--- src/rtl/fft_mux_sequencer_if.sv ---
// -----------------------------------------------------------------------------
// fft_mux_sequencer_if
//   Bundles the control handshake and the registered mux-select bus that run
//   between the top-level FFT controller and fft_mux_sequencer.
//
//   Signals:
//     start      controller -> sequencer   one-cycle transform request
//     en         controller -> sequencer   advance enable (low = freeze)
//     ld_data    sequencer  -> datapath    high during the LOAD phase
//     busy       sequencer  -> controller  high during LOAD and RUN
//     done       sequencer  -> controller  one-cycle pulse after last stage
//     stage_num  sequencer  -> datapath    current stage, 0..NUMSTAGES-1
//     counter    sequencer  -> datapath    position within current phase
//     m0_s..m3_s sequencer  -> datapath    registered mux selects
//
//   Modports: master = controller side, slave = sequencer side.
// -----------------------------------------------------------------------------
interface fft_mux_sequencer_if #(
  parameter int NUMSTAGES = 5,
  parameter int STG_W     = 3
);
  localparam int CNT_W = NUMSTAGES - 2;

  logic             start;
  logic             en;
  logic             ld_data;
  logic             busy;
  logic             done;
  logic [STG_W-1:0] stage_num;
  logic [CNT_W-1:0] counter;
  logic             m0_s;
  logic [1:0]       m1_s;
  logic             m2_s;
  logic             m3_s;

  modport master (
    output start, en,
    input  ld_data, busy, done, stage_num, counter, m0_s, m1_s, m2_s, m3_s
  );

  modport slave (
    input  start, en,
    output ld_data, busy, done, stage_num, counter, m0_s, m1_s, m2_s, m3_s
  );
endinterface

--- src/rtl/fft_mux_sequencer.sv ---
// -----------------------------------------------------------------------------
// fft_mux_sequencer
//   Load/stage sequencer and mux-select decoder for a radix-2 pipelined FFT
//   of size 2^NUMSTAGES. A start pulse launches a LOAD phase of 2^CNT_W
//   cycles, followed by NUMSTAGES RUN stages of 2^CNT_W cycles each, then a
//   one-cycle DONE pulse. Everything freezes while en is low.
//
//   Ports:
//     clk  input   rising-edge clock
//     rst  input   asynchronous, active-high reset
//     bus  slave   fft_mux_sequencer_if (start/en in; status, counters and
//                  mux selects out, all registered)
// -----------------------------------------------------------------------------
module fft_mux_sequencer #(
  parameter int NUMSTAGES = 5,
  parameter int CNT_W     = NUMSTAGES - 2,
  parameter int STG_W     = 3
) (
  input  logic                 clk,
  input  logic                 rst,
  fft_mux_sequencer_if.slave   bus
);

  localparam logic [1:0] IDLE    = 2'd0;
  localparam logic [1:0] LOAD    = 2'd1;
  localparam logic [1:0] RUN     = 2'd2;
  localparam logic [1:0] DONE_ST = 2'd3;

  localparam logic [CNT_W-1:0] CNT_MAX  = '1;
  localparam logic [STG_W-1:0] LAST_STG = STG_W'(NUMSTAGES - 1);
  localparam logic [STG_W-1:0] M3_STG   = STG_W'(NUMSTAGES - 2);

  logic [1:0]       state, state_nx;
  logic [STG_W-1:0] stage_nx;
  logic [CNT_W-1:0] cnt_nx;
  logic [CNT_W-1:0] k;
  logic [1:0]       m1_nx;
  logic             m2_nx;
  logic             m3_nx;

  // Next-state: phase, stage and counter. With en low nothing changes, so the
  // registered outputs below recompute to their current values and hold.
  always_comb begin
    // NOTE: every signal gets a default first so no path leaves it
    // unassigned; otherwise synthesis infers a latch.
    state_nx = state;
    stage_nx = bus.stage_num;
    cnt_nx   = bus.counter;
    if (bus.en) begin
      case (state)
        IDLE: begin
          if (bus.start) begin
            state_nx = LOAD;
            stage_nx = '0;
            cnt_nx   = '0;
          end
        end
        LOAD: begin
          cnt_nx = bus.counter + CNT_W'(1);
          if (bus.counter == CNT_MAX) begin
            state_nx = RUN;
            stage_nx = '0;
          end
        end
        RUN: begin
          cnt_nx = bus.counter + CNT_W'(1);
          if (bus.counter == CNT_MAX) begin
            if (bus.stage_num == LAST_STG) begin
              state_nx = DONE_ST;
              stage_nx = '0;
            end else begin
              stage_nx = bus.stage_num + STG_W'(1);
            end
          end
        end
        default: begin
          state_nx = IDLE;
          stage_nx = '0;
          cnt_nx   = '0;
        end
      endcase
    end
  end

  // Select decode from next-state, so the registered selects line up with the
  // stage_num/counter registered in the same edge. k is the top stage_num bits
  // of the counter: the butterfly group index within the current stage.
  always_comb begin
    k     = '0;
    m1_nx = 2'b00;
    m2_nx = 1'b0;
    m3_nx = 1'b0;
    if (state_nx == RUN) begin
      m3_nx = (stage_nx >= M3_STG);
      if (stage_nx == '0) begin
        m1_nx = 2'b10;
      end else if (stage_nx == LAST_STG) begin
        m2_nx = 1'b1;
      end else begin
        k = cnt_nx >> (CNT_W - int'(stage_nx));
        if (k == '0) begin
          m2_nx = 1'b1;
        end else if (k[0]) begin
          m1_nx = 2'b01;
        end else begin
          m1_nx = 2'b10;
          m2_nx = 1'b1;
        end
      end
    end
  end

  // NOTE: sequential state uses non-blocking assignments so every register
  // samples pre-edge values regardless of statement order.
  always_ff @(posedge clk or posedge rst) begin
    if (rst) begin
      state         <= IDLE;
      bus.ld_data   <= 1'b0;
      bus.busy      <= 1'b0;
      bus.done      <= 1'b0;
      bus.stage_num <= '0;
      bus.counter   <= '0;
      bus.m0_s      <= 1'b1;
      bus.m1_s      <= 2'b00;
      bus.m2_s      <= 1'b0;
      bus.m3_s      <= 1'b0;
    end else begin
      state         <= state_nx;
      bus.ld_data   <= (state_nx == LOAD);
      bus.busy      <= (state_nx == LOAD) || (state_nx == RUN);
      bus.done      <= (state_nx == DONE_ST);
      bus.stage_num <= stage_nx;
      bus.counter   <= cnt_nx;
      bus.m0_s      <= (state_nx != LOAD);
      bus.m1_s      <= m1_nx;
      bus.m2_s      <= m2_nx;
      bus.m3_s      <= m3_nx;
    end
  end

endmodule
--- src/flat_wrapper.sv ---
// flat-port wrapper written by rule: the top's interface ports become plain ports
module fft_mux_sequencer_flat 
#(
  parameter int NUMSTAGES = 5,
  parameter int CNT_W     = NUMSTAGES - 2,
  parameter int STG_W     = 3
)
  (clk, rst, bus_start, bus_en, bus_ld_data, bus_busy, bus_done, bus_stage_num, bus_counter, bus_m0_s, bus_m1_s, bus_m2_s, bus_m3_s);
  fft_mux_sequencer_if #(.NUMSTAGES(NUMSTAGES), .STG_W(STG_W)) bus_i ();
  input  logic clk;
  input  logic rst;
  input wire logic [$bits(bus_i.start)-1:0] bus_start;
  input wire logic [$bits(bus_i.en)-1:0] bus_en;
  output wire logic [$bits(bus_i.ld_data)-1:0] bus_ld_data;
  output wire logic [$bits(bus_i.busy)-1:0] bus_busy;
  output wire logic [$bits(bus_i.done)-1:0] bus_done;
  output wire logic [$bits(bus_i.stage_num)-1:0] bus_stage_num;
  output wire logic [$bits(bus_i.counter)-1:0] bus_counter;
  output wire logic [$bits(bus_i.m0_s)-1:0] bus_m0_s;
  output wire logic [$bits(bus_i.m1_s)-1:0] bus_m1_s;
  output wire logic [$bits(bus_i.m2_s)-1:0] bus_m2_s;
  output wire logic [$bits(bus_i.m3_s)-1:0] bus_m3_s;
  assign bus_i.start = bus_start;
  assign bus_i.en = bus_en;
  assign bus_ld_data = bus_i.ld_data;
  assign bus_busy = bus_i.busy;
  assign bus_done = bus_i.done;
  assign bus_stage_num = bus_i.stage_num;
  assign bus_counter = bus_i.counter;
  assign bus_m0_s = bus_i.m0_s;
  assign bus_m1_s = bus_i.m1_s;
  assign bus_m2_s = bus_i.m2_s;
  assign bus_m3_s = bus_i.m3_s;
  fft_mux_sequencer #(.NUMSTAGES(NUMSTAGES), .CNT_W(CNT_W), .STG_W(STG_W)) u_core (.clk(clk), .rst(rst), .bus(bus_i));
endmodule
--- config.mk ---
export PLATFORM = sky130hd
export DESIGN_NAME = fft_mux_sequencer_flat
export DESIGN_NICKNAME = d
export VERILOG_FILES = /design/src/rtl/fft_mux_sequencer_if.sv /design/src/rtl/fft_mux_sequencer.sv /design/src/flat_wrapper.sv
export SDC_FILE = /design/constraint.sdc
export NUM_CORES = 1
export LEC_CHECK = 0
export BUFFER_PORTS_ARGS = -buffer_cell sky130_fd_sc_hd__buf_2
export CAP_MARGIN = 20
export CORE_MARGIN = 5
export CORE_UTILIZATION = 30
export DETAILED_ROUTE_END_ITERATION = 16
export PLACE_DENSITY = 0.45
export SETUP_SLACK_MARGIN = 0.1
export SLEW_MARGIN = 5
export SYNTH_ARGS = -nofsm -noshare
export SYNTH_HDL_FRONTEND = slang
export SYNTH_SLANG_ARGS = --single-unit
--- constraint.sdc ---
create_clock -name clk -period 3.5 [get_ports clk]
set_clock_uncertainty 0.2 [all_clocks]
set_input_delay 0.7 -clock clk [delete_from_list [all_inputs] [get_ports clk]]
set_output_delay 0.7 -clock clk [all_outputs]
set_load 0.1 [all_outputs]
== After elaboration in Yosys (flattened, before gate mapping) ==
Cells that the tools add are included.

* Equal/unequal tests: 9
* Shifts and indexed selects: 1
* $add $sub $neg: 3
* $mul: 0
* Reductions and logical operators: 5
* Bitwise logic cells: 0
* Mux-type cells: 26
* Div/mod/pow operators: 0
* Magnitude comparators: 1

{| class="wikitable"
|+ Operators with widths
! kind !! number
|-
| 3-bit by 32-bit right shift with 3-bit output || 1
|-
| 3-bit two-way mux || 7
|-
| 2-bit two-way mux || 10
|-
| 3-bit == test (second input constant) || 3
|-
| 3-bit one-hot mux with 3 select lines || 1
|-
| 3-bit by 1-bit adder with 3-bit output (second input constant) || 2
|-
| 2-bit == test (second input constant) || 3
|-
| 3-bit logical NOT || 2
|-
| 1-bit two-way mux || 6
|-
| 2-bit one-hot mux with 3 select lines || 1
|-
| 3-bit one-hot mux with 2 select lines || 1
|-
| 2-bit by 1-bit == test with 1-bit output (second input constant) || 2
|-
| 2-bit by 3-bit subtractor with 4-bit output (first input constant) || 1
|-
| 3-bit by 2-bit greater-or-equal comparator with 1-bit output (second input constant) || 1
|-
| 2-bit logical NOT || 1
|-
| 2-bit by 1-bit inequality test with 1-bit output (second input constant) || 1
|-
| 2-bit OR reduction || 1
|-
| 1-bit logical OR || 1
|}

* Output and inout bits: 14
* Memory bits (writable): 0
* Input port bits: 4
* Register bits: 16
* Word-level logic and storage cells: 55
* Memories kept: 0
* Bits in latches: 0
* Memory bits (read-only): 0

== Logic depth before layout (Yosys ltp) ==
* Depth after elaboration: 12
* Depth in mapped cells: 11
* Gate-level depth less buffers: 11

== Worst setup path before layout ==
Ideal clock, no wire load.

* Path kind: reg2reg
* Start point: register u_core.bus.counter[0]
* End point: register u_core.bus.m2_s
* Data arrival time: 2.855 ns
* Period minus slack after synthesis: 3.181 ns
* Path buffers: 0
* Setup time: 0.126 ns
* Data required time: 3.174 ns
* Cell stages (with the launch flop): 12
* Setup slack: 0.319 ns
* Cell sequence: dfrtp_1 > ha_1 > ha_1 > and3_1 > a31oi_1 > a2bb2oi_1 > o22ai_1 > inv_1 > ha_1 > inv_1 > nor4_1 > a311o_1

* Elaborated cells on any way between the ends: 24
* Those cells by class: add/sub (2); eq/ne (3); shift (1); mux (16); reduce/logical (2)

{| class="wikitable"
|+ RTL lines
! element !! line !! RTL
|-
| start, declared || fft_mux_sequencer_if.sv:43 || <nowiki>output ld_data, busy, done, stage_num, counter, m0_s, m1_s, m2_s, m3_s</nowiki>
|-
| start signal, assigned || fft_mux_sequencer.sv:133 || <nowiki>bus.counter <= cnt_nx;</nowiki>
|-
| 3-bit == test * || fft_mux_sequencer.sv:60, fft_mux_sequencer.sv:67 ||
|-
| 2-bit two-way mux, on equally long branches || fft_mux_sequencer.sv:67, fft_mux_sequencer.sv:60 ||
|-
| 2-bit one-hot mux with 3 select lines * || fft_mux_sequencer.sv:50 || <nowiki>case (state)</nowiki>
|-
| 2-bit two-way mux * || fft_mux_sequencer.sv:49 || <nowiki>if (bus.en) begin</nowiki>
|-
| via u_core.state_nx[0] || fft_mux_sequencer.sv:33 || <nowiki>logic [1:0] state, state_nx;</nowiki>
|-
| 2-bit == test * || fft_mux_sequencer.sv:93 || <nowiki>if (state_nx == RUN) begin</nowiki>
|-
| 1-bit two-way mux * || fft_mux_sequencer.sv:93 ||
|-
| via u_core.m2_nx || fft_mux_sequencer.sv:38 || <nowiki>logic m2_nx;</nowiki>
|-
| end signal, assigned || fft_mux_sequencer.sv:136 || <nowiki>bus.m2_s <= m2_nx;</nowiki>
|-
| end, declared || fft_mux_sequencer_if.sv:43 ||
|}

Mark *: on every way through the listed nets, which the timed path passes. The rest lies on a longest branch.

== Worst setup path after layout ==
Ends and elaborated chain as after synthesis.

==> results.json <==
{
  "overflow": 0,
  "die_area_um2": 4790,
  "clk_latency_ps": 290,
  "route.detailed.drc": 0,
  "regArea_um2": 402,
  "p_leak_nw": 0.610,
  "grt.total_usage_pct": 10.1,
  "synth_cells": 104,
  "nets": 140,
  "cts_buffers": 3,
  "cp-start-kind": "register",
  "clock_power_share_pct": 9.0,
  "cts_resized": 0,
  "cts_tree": "done",
  "reg2reg_depth": 11,
  "synth_top_area_share_pct": 35.7,
  "grt_max_degree": 17,
  "rsz0062_at_grt": "false",
  "ys_top_cells_by_area": "dfrtp_1 (36%), ha_1 (14%), inv_1 (4.6%)",
  "synth_ff_type": "dfrtp_1",
  "die_width_um": 69.2,
  "timing.fmax_mhz": 356,
  "viasPerCell": 4.88,
  "holdCritPathClass": "input pin to async pin",
  "period_share_pct": 80.2,
  "wl_per_cell_um": 13.8,
  "timing.rr.end": "u_core.bus.m2_s$_DFF_PP0_",
  "p_comb_share_pct": 65.7,
  "finalMaxSlewViolations": 0,
  "ys_types": 42,
  "crit_arrival_ps": 2790,
  "dp_hpwl_um": 1770,
  "syn_area_um2": 1050,
  "status": "finished, final reports clean",
  "first_pass_iters": 4,
  "synth_largest_area_cell": "dfrtp_1",
  "nFillCells": 374,
  "initial_utilization_pct": 31.2,
  "crit_start": "u_core.bus.counter[0]$_DFF_PP0_",
  "finalSetupTns_ps": 0,
  "synth.yosys.seq_area_share_pct": 38.2,
  "ir_drop_mv": 0.369,
  "cts_setup_buffers": 0,
  "synth_edf_count": 0,
  "cts_buffer_depth": 2,
  "switchingPower_mw": 0.653,
  "end_kind": "register",
  "postSynthAreaPerCell_um2": 10.1,
  "grt_first_pass_wirelength_um": 3960,
  "synth-seq-cells": 16,
  "setup_violations": 0,
  "multi_input_area_um2": 588,
  "die_h_um": 69.2,
  "synth_fp_nets": 120,
  "portBuffers": 17,
  "pin_count": 18,
  "synthArstFlopShare_pct": 100,
  "maxCapViolations": 0,
  "worstPathRequired_ps": 3480,
  "drive_above_1_share_pct": 23.6,
  "vias": 825,
  "drt_iter0_drc": 46,
  "switching_share_pct": 58.1,
  "core_um2": 3360,
  "ant_nets": 0,
  "grt_pass1_vias": 828,
  "placed_cell_area_um2": 1180,
  "seqPwrFrac_pct": 25.4,
  "slew_headroom_pct": 59.4,
  "diodes": 0,
  "hold_violations": 0,
  "cts_sinks": 16,
  "cts_hold_buf": 0,
  "htreeDepth": 1,
  "grt_antenna_before_repair": 0,
  "wirelength_um": 2340,
  "layout_min_cycle_time_ps": 2810,
  "r2r_slack_ps": 690,
  "ys_warn_count": 0,
  "cts_root_buf": "clkbuf_4",
  "gp_congestion": 0.848,
  "placementRows": 21,
  "reg2reg_from": "u_core.bus.counter[0]$_DFF_PP0_",
  "worst_pin_slew_ps": 608,
  "worstPathMaxFanout": 8,
  "area_delta_synth_final_pct": 14.9,
  "final_cell_area_um2": 1210,
  "worstSetupPathType": "register to register",
  "powerDensity_nw_per_um2": 931,
  "p_int_mw": 0.470,
  "cts.clk_slew.worst_paths_ps": 100
}
==> cell usage after synthesis, drive strengths merged, types with 2 or more instances <==
master	count
o21ai	4
and4b	2
a21oi	7
inv	13
a31oi	2
nor2	4
o211ai	2
and2b	2
o221ai	2
nand2	5
dfrtp	15
nor2b	6
nor3	4
o31a	2
ha	12
o22ai	2
buf	2
==> metrics by stage <==
step           util (%)  hold slack (ps)  setup slack (ps)  power (mW)  std cells
3_5_place_dp       35.1              469               713        1.03        165
5_1_grt            35.9              319               498        1.20        169
6_report           35.9              265               694        1.12        169
2_1_floorplan         -              382               319       0.893        104
3_3_place_gp       35.1              481               742        1.03        165
4_1_cts            35.9              283               697        1.14        169
==> power groups by stage <==
stage	sequential, mW	clock (mW)	combinational [mW]
4_1_cts	0.286	0.106	0.744
6_report	0.285	0.101	0.738
3_5_place_dp	0.290	0	0.741
2_1_floorplan	0.594	0	0.299
5_1_grt	0.294	0.115	0.787
3_3_place_gp	0.287	0	0.746
==> layout by cell type, fill, tap and decap left out, types with 2 or more instances in the layout <==
master and count:
o22ai_1 2, clkbuf_4 3, and4b_1 2, nor3_1 3, a31oi_1 2, nor2b_1 5, dfrtp_1 15, ha_1 12
o21ai_0 2, o211ai_1 2, o21ai_1 2, inv_1 13, a21oi_1 7, nand2_1 5, buf_2 17, nor2_1 4
==> final cells by class <==
cell class | instances | area share (%)
Clock buffer | 4 | 2.18
Timing Repair Buffer | 17 | 7.05
Multi-Input combinational cell | 73 | 48.7
Sequential cell | 16 | 33.3
Tap cell | 46 | 4.77
Inverter | 13 | 4.04
==> layer usage <==
metal / track usage, % / wire length (µm) / vias up
li1: - / - / 416
met1: 14.1 / 1270 / 396
met2: 15.1 / 996 / 11
met3: 1.59 / 51 / 2
met4: 4.56 / 19 / 0
met5: 0 / 0 / -
==> critical path, cell delays in order (launching register included) <==
cell and delay (ps):
dfrtp_1 440, ha_1 200, ha_1 320, and3_1 220, a31oi_1 80, a2bb2oi_1 150
o22ai_1 310, inv_1 90, ha_1 230, inv_1 90, nor4_1 50, a311o_1 330
==> worst max path at each step <==
stage | end | slack [ps] | depth (start not counted)
3_3_place_gp | u_core.bus.m2_s$_DFF_PP0_ | 740 | 11
6_report | u_core.bus.m2_s$_DFF_PP0_ | 690 | 11
2_1_floorplan | u_core.bus.m2_s$_DFF_PP0_ | 320 | 11
4_1_cts | u_core.bus.m2_s$_DFF_PP0_ | 700 | 11
3_5_place_dp | u_core.bus.m2_s$_DFF_PP0_ | 710 | 11
5_1_grt | u_core.bus.m2_s$_DFF_PP0_ | 500 | 11
==> cells by family after synthesis <==
logic type / share of synthesized area, %
buffers and inverters: 5.83
AOI/OAI and AO/OA: 20.7
and+or+nand+nor: 21.0
adders and majority gates: 14.3
DFF: 38.2
==> state kept, by name, summed over array words and instances (netlist names) <==
register / count
u_core.bus.m1_s: 2
u_core.bus.ld_data: 1
u_core.bus.m2_s: 1
u_core.bus.m3_s: 1
u_core.bus.m0_s: 1
u_core.bus.busy: 1
u_core.bus.done: 1
u_core.state: 2
u_core.bus.stage_num: 3
u_core.bus.counter: 3
Note: power is estimated with default switching activity, not from simulation.
